`config.mk`:
```
export PLATFORM = sky130hd
export DESIGN_NAME = redmule_exp_stream_scheduler
export DESIGN_NICKNAME = d
export VERILOG_FILES = /design/src/rtl/redmule_exp_stream_scheduler.sv
export SDC_FILE = /design/constraint.sdc
export NUM_CORES = 1
export LEC_CHECK = 0
export BUFFER_PORTS_ARGS = -buffer_cell sky130_fd_sc_hd__buf_2
export CAP_MARGIN = 20
export CORE_ASPECT_RATIO = 0.9
export CORE_MARGIN = 4
export CORE_UTILIZATION = 44
export CTS_CLUSTER_DIAMETER = 100
export DETAILED_ROUTE_END_ITERATION = 10
export PLACE_DENSITY = 0.66
export SYNTH_ARGS = -nofsm -noshare
export SYNTH_HDL_FRONTEND = slang
export SYNTH_SLANG_ARGS = --single-unit
```
`constraint.sdc`:
```
create_clock -name clk_i -period 7.83 [get_ports clk_i]
set_input_delay 0.783 -clock clk_i [delete_from_list [all_inputs] [get_ports clk_i]]
set_output_delay 0.783 -clock clk_i [all_outputs]
set_load 0.02 [all_outputs]
```
`src/rtl/redmule_exp_stream_scheduler.sv`:
```
`default_nettype none
// ============================================================================
// Module   : redmule_exp_stream_scheduler
// Purpose  : Schedules the MX shared-exponent streams. Each channel's element
//            count is turned into a number of memory beats. Those beats are
//            issued to the channel's streamer as bursts of at most MAX_BURST
//            beats, using a req/done handshake. All channels run
//            independently. A single done_o pulse marks the point where every
//            channel has drained.
// Ports    : clk_i, rst_ni (async, active-low), clear_i (sync clear)
//            start_i, mx_enable_i, base_addr_i, num_elems_i  - job setup
//            ready_start_i, done_i                           - streamer status
//            req_start_o, addr_o, len_o                      - streamer request
//            busy_o, done_o                                  - job status
// Revision : 1.0 - initial release
// ============================================================================
module redmule_exp_stream_scheduler #(
  parameter int unsigned NCH       = 2,
  parameter int unsigned AW        = 32,
  parameter int unsigned BLK       = 32,
  parameter int unsigned EXP_B     = 1,
  parameter int unsigned BEAT_B    = 64,
  parameter int unsigned MAX_BURST = 16,
  parameter int unsigned LW        = $clog2(MAX_BURST) + 1
) (
  input  logic              clk_i,
  input  logic              rst_ni,
  input  logic              clear_i,
  input  logic              start_i,
  input  logic              mx_enable_i,
  input  logic [NCH*AW-1:0] base_addr_i,
  input  logic [NCH*32-1:0] num_elems_i,
  input  logic [NCH-1:0]    ready_start_i,
  input  logic [NCH-1:0]    done_i,
  output logic [NCH-1:0]    req_start_o,
  output logic [NCH*AW-1:0] addr_o,
  output logic [NCH*LW-1:0] len_o,
  output logic              busy_o,
  output logic              done_o
);

  localparam int unsigned LOG_BLK  = $clog2(BLK);
  localparam int unsigned LOG_EXP  = $clog2(EXP_B);
  localparam int unsigned LOG_BEAT = $clog2(BEAT_B);
  // 33 bits hold ceil() of a full 32-bit count; the extra bits cover the
  // byte scaling when one exponent is wider than a byte.
  localparam int unsigned CW       = 33 + LOG_EXP;

  typedef enum logic [1:0] {IDLE, CALC, RUN, FIN} state_t;
  typedef enum logic [1:0] {CH_IDLE, CH_REQ, CH_WAIT, CH_DONE} ch_state_t;

  state_t            r_state;
  logic              r_mx;
  ch_state_t         r_ch  [NCH];
  logic [CW-1:0]     r_rem [NCH];  // holds the element count until CALC
  logic [AW-1:0]     r_cur [NCH];
  logic [LW-1:0]     w_len [NCH];
  logic [NCH-1:0]    w_active;
  logic              w_all_done;

  // Element count -> beats, rounding up at both the block and the beat step.
  function automatic logic [CW-1:0] calc_beats(input logic [31:0] n);
    logic [CW-1:0] blocks;
    logic [CW-1:0] bytes;
    blocks = (CW'(n) + CW'(BLK - 1)) >> LOG_BLK;
    bytes  = blocks << LOG_EXP;
    return (bytes + CW'(BEAT_B - 1)) >> LOG_BEAT;
  endfunction

  always_comb begin
    w_all_done = 1'b1;
    for (int c = 0; c < NCH; c++) begin
      if (r_ch[c] != CH_DONE) w_all_done = 1'b0;
    end
  end

  for (genvar c = 0; c < NCH; c++) begin : g_ch
    assign w_len[c]    = (r_rem[c] > CW'(MAX_BURST)) ? LW'(MAX_BURST)
                                                     : r_rem[c][LW-1:0];
    assign w_active[c] = (r_ch[c] == CH_REQ) || (r_ch[c] == CH_WAIT);
    assign req_start_o[c]         = (r_ch[c] == CH_REQ) & ready_start_i[c];
    assign addr_o[c*AW +: AW]     = w_active[c] ? r_cur[c] : '0;
    assign len_o[c*LW +: LW]      = w_active[c] ? w_len[c] : '0;
  end

  assign busy_o = (r_state != IDLE);
  assign done_o = (r_state == FIN);

  always_ff @(posedge clk_i or negedge rst_ni) begin
    if (!rst_ni) begin
      r_state <= IDLE;
      r_mx    <= 1'b0;
      for (int c = 0; c < NCH; c++) begin
        r_ch[c]  <= CH_IDLE;
        r_rem[c] <= '0;
        r_cur[c] <= '0;
      end
    end else if (clear_i) begin
      r_state <= IDLE;
      r_mx    <= 1'b0;
      for (int c = 0; c < NCH; c++) begin
        r_ch[c]  <= CH_IDLE;
        r_rem[c] <= '0;
        r_cur[c] <= '0;
      end
    end else begin
      case (r_state)
        IDLE: begin
          if (start_i) begin
            r_mx <= mx_enable_i;
            for (int c = 0; c < NCH; c++) begin
              r_cur[c] <= base_addr_i[c*AW +: AW];
              r_rem[c] <= CW'(num_elems_i[c*32 +: 32]);
            end
            r_state <= CALC;
          end
        end
        CALC: begin
          for (int c = 0; c < NCH; c++) begin
            r_rem[c] <= calc_beats(r_rem[c][31:0]);
            if (!r_mx || (calc_beats(r_rem[c][31:0]) == '0)) r_ch[c] <= CH_DONE;
            else                                           r_ch[c] <= CH_REQ;
          end
          r_state <= RUN;
        end
        RUN: begin
          for (int c = 0; c < NCH; c++) begin
            case (r_ch[c])
              CH_REQ: begin
                if (ready_start_i[c]) r_ch[c] <= CH_WAIT;
              end
              CH_WAIT: begin
                if (done_i[c]) begin
                  r_cur[c] <= r_cur[c] + (AW'(w_len[c]) << LOG_BEAT);
                  r_rem[c] <= r_rem[c] - CW'(w_len[c]);
                  r_ch[c]  <= (r_rem[c] == CW'(w_len[c])) ? CH_DONE : CH_REQ;
                end
              end
              default: ;
            endcase
          end
          if (w_all_done) r_state <= FIN;
        end
        FIN: begin
          for (int c = 0; c < NCH; c++) r_ch[c] <= CH_IDLE;
          r_state <= IDLE;
        end
        default: r_state <= IDLE;
      endcase
    end
  end

endmodule
`default_nettype wire

```
==> results of run 1 <==
layer usage:
layer  track usage (%)  vias to the layer above
met5                 0                        -
met4              8.48                        0
met3              4.54                       70
met2              42.6                      673
met1              41.3                     6060
li1                  -                     5898
report_power, final:
part | switching, uW | total [uW] | internal, uW
sequential | 437 | 1390 | 955
combinational | 1950 | 2970 | 1030
clock | 374 | 824 | 450
total | 2760 | 5190 | 2430
worst max-delay path, stage by stage, from the launching register on:
cell and delay [ns]:
dfrtp_1 0.49, or4_1 0.67, or4_1 0.54, nor4b_2 0.74, and2_1 0.23, ha_1 0.16, inv_1 0.06, fa_1 0.38
nor2b_1 0.16, o21a_1 0.14, o21ai_0 0.15, a21oi_1 0.48, nand3_1 0.15, mux2_2 0.30, a21oi_1 0.15, o21ai_0 0.09
registers in the layout (all words and copies together), names as in the netlist:
name	flops
r_mx	1
r_cur	64
r_state	2
r_rem	66
r_ch	4
cell type report:
class / instances / area, um^2
timing repair buffer: 238 / 1260
antenna: 2 / 5.00
clock inverter: 15 / 156
fill: 2558 / 12600
clock buffer: 17 / 425
sequential: 137 / 3430
tap: 348 / 435
multi-input combinational: 1231 / 7550
inverter: 41 / 154
cells by family (layout without fill, tap and decap cells):
family          count (synthesis)  after routing  share of synthesized area [%]
compound gates                457            457                           25.6
xor+xnor                       60             60                           4.52
fa+ha+maj                      25             25                           2.82
buf+inv                       164            311                           5.59
flops                         137            137                           29.5
mux                            29             29                           2.69
other cells                     1              4                         0.0323
simple gates                  658            658                           29.2
path summary, 6_finish.rpt:
path,slack (ns),to,cells past startpoint,start
max,2.79,r_cur[54]$_DFFE_PN0P_,15,r_rem[57]$_DFFE_PN0P_
min,0.38,r_cur[53]$_DFFE_PN0P_,1,rst_ni
max reg2reg,2.79,r_cur[54]$_DFFE_PN0P_,15,r_rem[57]$_DFFE_PN0P_
min reg2reg,0.50,r_cur[5]$_DFFE_PN0P_,1,r_cur[5]$_DFFE_PN0P_
max in group asynchronous,5.96,r_rem[32]$_DFFE_PN0P_,2,rst_ni
min in group clk_i,0.50,r_cur[5]$_DFFE_PN0P_,1,r_cur[5]$_DFFE_PN0P_
per-stage QoR:
| step | worst slack (ns) | total power (uW) | cell area, um^2 |
|---|---|---|---|
| floorplan | 3.36 | 3390 | 11600 |
| global placement | 2.75 | 4250 | 12800 |
| detailed placement | 2.67 | 4300 | 12800 |
| CTS | 2.61 | 5130 | 13400 |
| global route | 2.40 | 5560 | 13400 |
| finish | 2.79 | 5190 | 13400 |
cell usage in the layout, fill, tap and decap left out, types with 12 or more instances in the layout:
cell type and n:
a22o_1 25, o21ai_0 139, inv_1 40, a21oi_1 96
clkbuf_16 17, o31ai_1 21, nand2b_1 12, xor2_1 22
xnor2_1 38, nand4_1 23, buf_2 213, nor3_1 50
nor2_1 130, and3_1 42, nand2_1 159, buf_4 22
mux2_2 18, dfrtp_1 137, nand3_1 50, nor2b_1 65
and2_1 21, o211ai_1 13, a221oi_1 20, or4_1 21
nor4_1 30, ha_1 21, a31oi_1 26, a21o_1 21
==> results.toml, run 1 <==
[outcome]
status = "finished clean"

[power_and_ir_drop]
power.density_mw_per_mm2 = 387
static-leakage-power_uw = 0.00584
vdd_drop_max_v = 0.000291

[detailed_routing]
highest_layer = "met4"
wl_met1_um = 18700
drc_errors = 0
viasPerCell = 6.26
wl_met2_um = 18500
wl_met3_um = 3760
routedWlPerCell_um = 20.7
dr.pass1.iters = 6
antenna_left = 0
vias = 12700
routed_wl_um = 42000
drt-initial-drc-count = 1468

[die]
rows = 56
die-area_mm2 = 0.0291
coreArea_mm2 = 0.0261
io_pins = 215
die_h_um = 162
start_util_pct = 44.6
die_w_um = 179

[logic_synthesis]
synth-edff-count = 0
yosys_warnings = 0
ys_top_cells_by_count = "nand2_1 (159), o21ai_0 (139), dfrtp_1 (137), nor2_1 (132), clkbuf_1 (109)"
synth_most_common_cell = "nand2_1"
synth_largest_area_cell = "dfrtp_1"
synth_ff_type = "dfrtp_1"
ys_ff_latch = 137
netlist_instances = 1531
yosys.area.top_type_share_pct = 29.5
synthArstFlopShare_pct = 100
syn_area_per_cell_um2 = 7.59
synth_area_leaders = "dfrtp_1 (30%), o21ai_0 (6.0%), nand2_1 (5.1%)"
synth_cell_type_count = 82
ys_seq_area_share_pct = 29.5
synthesis.area_mm2 = 0.0116

[place]
io_buffer_count = 214
dp.final_hpwl_um = 29700
routabilityCongestion = 0.938
place_inst = 1993

[finish]
final_cells = 2029
syn_to_final_growth_pct = 15.5
drive_above_1_share_pct = 18.8
fin_util_pct = 51.5
nets = 1828

[timing]
relSlewSlack_pct = 30.0
whs_ns = 0.375
fin_crit_sh_pct = 64.4
finalHoldViolations = 0
tns_ns = 0
fin_worst_skew_ns = 0.0154
worstMarginPinSlew_ns = 1.05
maxSlewViolCount = 0
rsz0062_at_grt = "no"
period_needed_ns = 5.04
fmax_mhz = 198
setup_violations = 0

[cts]
insertion_delay_ns = 0.43
cts_buffers = 17
cts_setup_buffers = 0
htreeDepth = 4
tritoncts = "done"
clock-sinks = 137
cts.path.max_buffers = 2
cts_hold_buf = 0
clk_pin_slew_ns = 0.08
ctsResizeCount = 0
cts_root_buf = "clkbuf_16"

[run]
cap_violations = 0

[worst_setup_path]
crit_fanout = 10
critical_path_class = "flop to flop"
arrival_ns = 5.33
cp-start-kind = "flop"
crit_path_end_kind = "flop"
cp_data_required_time_ns = 8.12

[global_routing]
grt_use_total_pct = 28.1
antenna_found_initial = 1
grt_max_degree = 77
grt_pass1_vias = 11900
grt_pass1_wl_um = 66000
overflow = 0

[hold_path]
hp-class = "input pin to asynchronous set/reset pin"
No activity file was read; power rests on OpenSTA's default activity.
==> run 2: changes to the inputs <==
--- a/config.mk
+++ b/config.mk
@@ -5,6 +5,7 @@
 export SDC_FILE = /design/constraint.sdc
 export NUM_CORES = 1
 export LEC_CHECK = 0
+export ABC_AREA = 1
 export BUFFER_PORTS_ARGS = -buffer_cell sky130_fd_sc_hd__buf_2
 export CAP_MARGIN = 20
 export CORE_ASPECT_RATIO = 0.9
@@ -12,7 +13,6 @@
 export CORE_UTILIZATION = 44
 export CTS_CLUSTER_DIAMETER = 100
 export DETAILED_ROUTE_END_ITERATION = 10
-export PLACE_DENSITY = 0.66
 export SYNTH_ARGS = -nofsm -noshare
 export SYNTH_HDL_FRONTEND = slang
 export SYNTH_SLANG_ARGS = --single-unit
==> constraint.sdc (replaced) <==
create_clock -name clk_i -period 4.65 [get_ports clk_i]
set_input_delay 0.465 -clock clk_i [delete_from_list [all_inputs] [get_ports clk_i]]
set_output_delay 0.465 -clock clk_i [all_outputs]
set_load 0.02 [all_outputs]
==> run 2 against run 1 <==
Against the previous run:
- hold slack worse by 0.35 ns
- global-route usage rose by 4.9 points
- non-clock buffer count did not move
- via count increased by 28%
- critical path depth grew 8
- maximum frequency is 18% higher
- sequential power rose by 57%
- die area up 15%
==> results.toml, run 2 <==
[cts]
clock-sinks = 137
clk_pin_slew_ns = 0.07
insertion_delay_ns = 0.44
cts_root_buf = "clkbuf_16"
cts.path.max_buffers = 2
cts_setup_buffers = 0
cts_buffers = 17
ctsResizeCount = 0
tritoncts = "done"
cts_hold_buf = 0
htreeDepth = 4

[logic_synthesis]
synth-edff-count = 0
synthesis.area_mm2 = 0.0135
netlist_instances = 2280
synth_area_leaders = "dfrtp_1 (25%), nand2_1 (17%), nor2_1 (12%)"
synth_largest_area_cell = "dfrtp_1"
ys_top_cells_by_count = "nand2_1 (623), nor2_1 (417), inv_1 (245), nand3_1 (192), o21ai_0 (144)"
yosys.area.top_type_share_pct = 25.5
synthArstFlopShare_pct = 100
synth_cell_type_count = 58
syn_area_per_cell_um2 = 5.90
yosys_warnings = 0
synth_most_common_cell = "nand2_1"
synth_ff_type = "dfrtp_1"
ys_ff_latch = 137
ys_seq_area_share_pct = 25.5

[die]
coreArea_mm2 = 0.0300
start_util_pct = 44.8
rows = 60
die_w_um = 192
die_h_um = 174
die-area_mm2 = 0.0334
io_pins = 215

[timing]
fin_crit_sh_pct = 91.7
fin_worst_skew_ns = 0.0131
rsz0062_at_grt = "no"
period_needed_ns = 4.27
finalHoldViolations = 0
maxSlewViolCount = 0
setup_violations = 0
relSlewSlack_pct = 37.1
worstMarginPinSlew_ns = 0.943
layout_setup_ws_ns = 0.384
tns_ns = 0
fmax_mhz = 234

[finish]
reg_top3 = "r_rem x66, r_cur x64, r_ch x4"
multiInputGateArea_mm2 = 0.00868
top_register = "r_rem"
syn_to_final_growth_pct = 15.4
nets = 2621
drive_above_1_share_pct = 16.3
layout_commonest_cell = "nand2_1"
largest_register_ffs = 66
final-seq-area_mm2 = 0.00343
layout_common_cells = "nand2_1 (623), nor2_1 (412), inv_1 (244)"
nFillCells = 3210

[worst_setup_path]
reg2reg_from = "r_rem[50]$_DFFE_PN0P_"
max_stage_delay_ns = 0.44
cp-start-kind = "flop"
critPathBufInv = 3
crit_fanout = 12
critical_path_class = "flop to flop"
cp_data_required_time_ns = 4.96
crit_slowest_cell = "dfrtp_1"
arrival_ns = 4.57
worst_path_dominant_cell_family = "simple AND/OR/NAND/NOR gates"
r2r_end = "r_cur[60]$_DFFE_PN0P_"
crit_chain = "inv_1 -> nand2_1 -> nor2_1 -> nand2_1 -> nor2_1 -> nand4_1 -> nand2_2 -> inv_2 -> nor2_1 -> ha_1 -> inv_1 -> fa_1 -> o21ai_1 -> nand2_1 -> a21oi_2 -> nand3_1 -> nor4_2 -> nand2_1 -> nor2_1 -> nand3_1 -> xor2_1 -> o21ai_0 -> o21ai_0"
crit_path_end_kind = "flop"
reg2reg_depth = 23
r2r_slack_ns = 0.38

[global_routing]
grt_use_total_pct = 33.1
grt_pass1_vias = 14900
antenna_found_initial = 5
grt_pass1_wl_um = 86300
grt_max_degree = 83
overflow = 0

[detailed_routing]
antenna_left = 0
drc_errors = 0
routedWlPerCell_um = 19.7
dr.pass1.iters = 7
viasPerCell = 5.66
drt-initial-drc-count = 1875
routed_wl_um = 56500
vias = 16300

[power_and_ir_drop]
vdd_drop_max_v = 0.000372
power.density_mw_per_mm2 = 637
comb_power_share_pct = 63.1
pwr-share-clk_pct = 14.8
power_frac_seq_pct = 22.1
intPower_uw = 4190
static-leakage-power_uw = 0.00776
switching_power_uw = 5700
switching_share_pct = 57.7

[run]
cap_violations = 0

[place]
io_buffer_count = 214
place_ws_ns = 0.491
routabilityCongestion = 1.05
dp.final_hpwl_um = 44000

[hold_path]
hp-class = "input pin to asynchronous set/reset pin"

[outcome]
status = "finished clean"
run 2: cell count changes in the layout (fill, tap and decap cells not counted), moves of 28 or more:
cell / before / now
nand2_1: 159 / 623
nor2_1: 130 / 412
inv_1: 40 / 244
nand3_1: 50 / 192
nor2b_1: 65 / 1
a21oi_1: 96 / 51
and3_1: 42 / 3
xnor2_1: 38 / 1
o32ai_1: 0 / 31
inv_2: 1 / 31
nor2_2: 2 / 30
run 2: worst reg2reg max path: stages (launching register included):
cell and delay (ns):
dfrtp_1 0.44, inv_1 0.16, nand2_1 0.13, nor2_1 0.19
nand2_1 0.11, nor2_1 0.29, nand4_1 0.17, nand2_2 0.13
inv_2 0.11, nor2_1 0.12, ha_1 0.18, inv_1 0.06
fa_1 0.40, o21ai_1 0.19, nand2_1 0.10, a21oi_2 0.16
nand3_1 0.16, nor4_2 0.21, nand2_1 0.15, nor2_1 0.18
nand3_1 0.11, xor2_1 0.15, o21ai_0 0.12, o21ai_0 0.10
run 2: power by group through the flow:
stage	sequential (uW)	combinational, uW	clock [uW]
finish	2180	6240	1460
global route	2240	6820	1530
CTS	2160	6090	1470
detailed placement	2180	6070	0
global placement	2160	6060	0
floorplan	1970	4280	0
run 2: worst max path at each step:
stage	cells past startpoint	from	endpoint
3_5_place_dp	23	r_rem[50]$_DFFE_PN0P_	r_cur[60]$_DFFE_PN0P_
3_3_place_gp	23	r_rem[50]$_DFFE_PN0P_	r_cur[60]$_DFFE_PN0P_
4_1_cts	23	r_rem[50]$_DFFE_PN0P_	r_cur[60]$_DFFE_PN0P_
6_report	23	r_rem[50]$_DFFE_PN0P_	r_cur[60]$_DFFE_PN0P_
2_1_floorplan	25	r_rem[49]$_DFFE_PN0P_	r_cur[60]$_DFFE_PN0P_
5_1_grt	23	r_rem[50]$_DFFE_PN0P_	r_cur[60]$_DFFE_PN0P_
run 2: cell type report:
type                    count  area share, %
clock inverters            13           1.01
repair buffers            238           8.12
inverters                 280           6.79
diodes                      1         0.0161
clock buffers              19           2.85
well taps                 403           3.25
flip-flops and latches    137           22.1
multi-input cells        1785           55.9
run 2: logic make-up after synthesis:
group                    share of synthesized area, %
multiplexers                                    0.223
buffers and inverters                            10.2
adder cells (fa/ha/maj)                          2.44
XOR/XNOR                                         2.21
other                                          0.0279
AO/OA/AOI/OAI                                    14.1
flip-flops                                       25.5
AND/OR/NAND/NOR                                  45.3
run 2: through the flow:
| stage | util [%] | hold slack, ns | instance area (um^2) | total power, uW | std cells |
|---|---|---|---|---|---|
| floorplan | - | 0.169 | 13500 | 6250 | 2281 |
| global placement | 49.7 | 0.517 | 14900 | 8230 | 2842 |
| detailed placement | 49.7 | 0.524 | 14900 | 8240 | 2842 |
| CTS | 51.7 | 0.0615 | 15500 | 9730 | 2874 |
| global route | 51.7 | 0.0814 | 15500 | 10600 | 2876 |
| finish | 51.7 | 0.0265 | 15500 | 9890 | 2876 |
run 2: metal layers:
| metal | share of wire, % | vias up | track usage [%] |
|---|---|---|---|
| li1 | - | 7715 | - |
| met1 | 45 | 7555 | 49.8 |
| met2 | 42 | 893 | 47.6 |
| met3 | 11 | 94 | 7.63 |
| met4 | 2.3 | 8 | 8.08 |
| met5 | 0.087 | - | 0 |
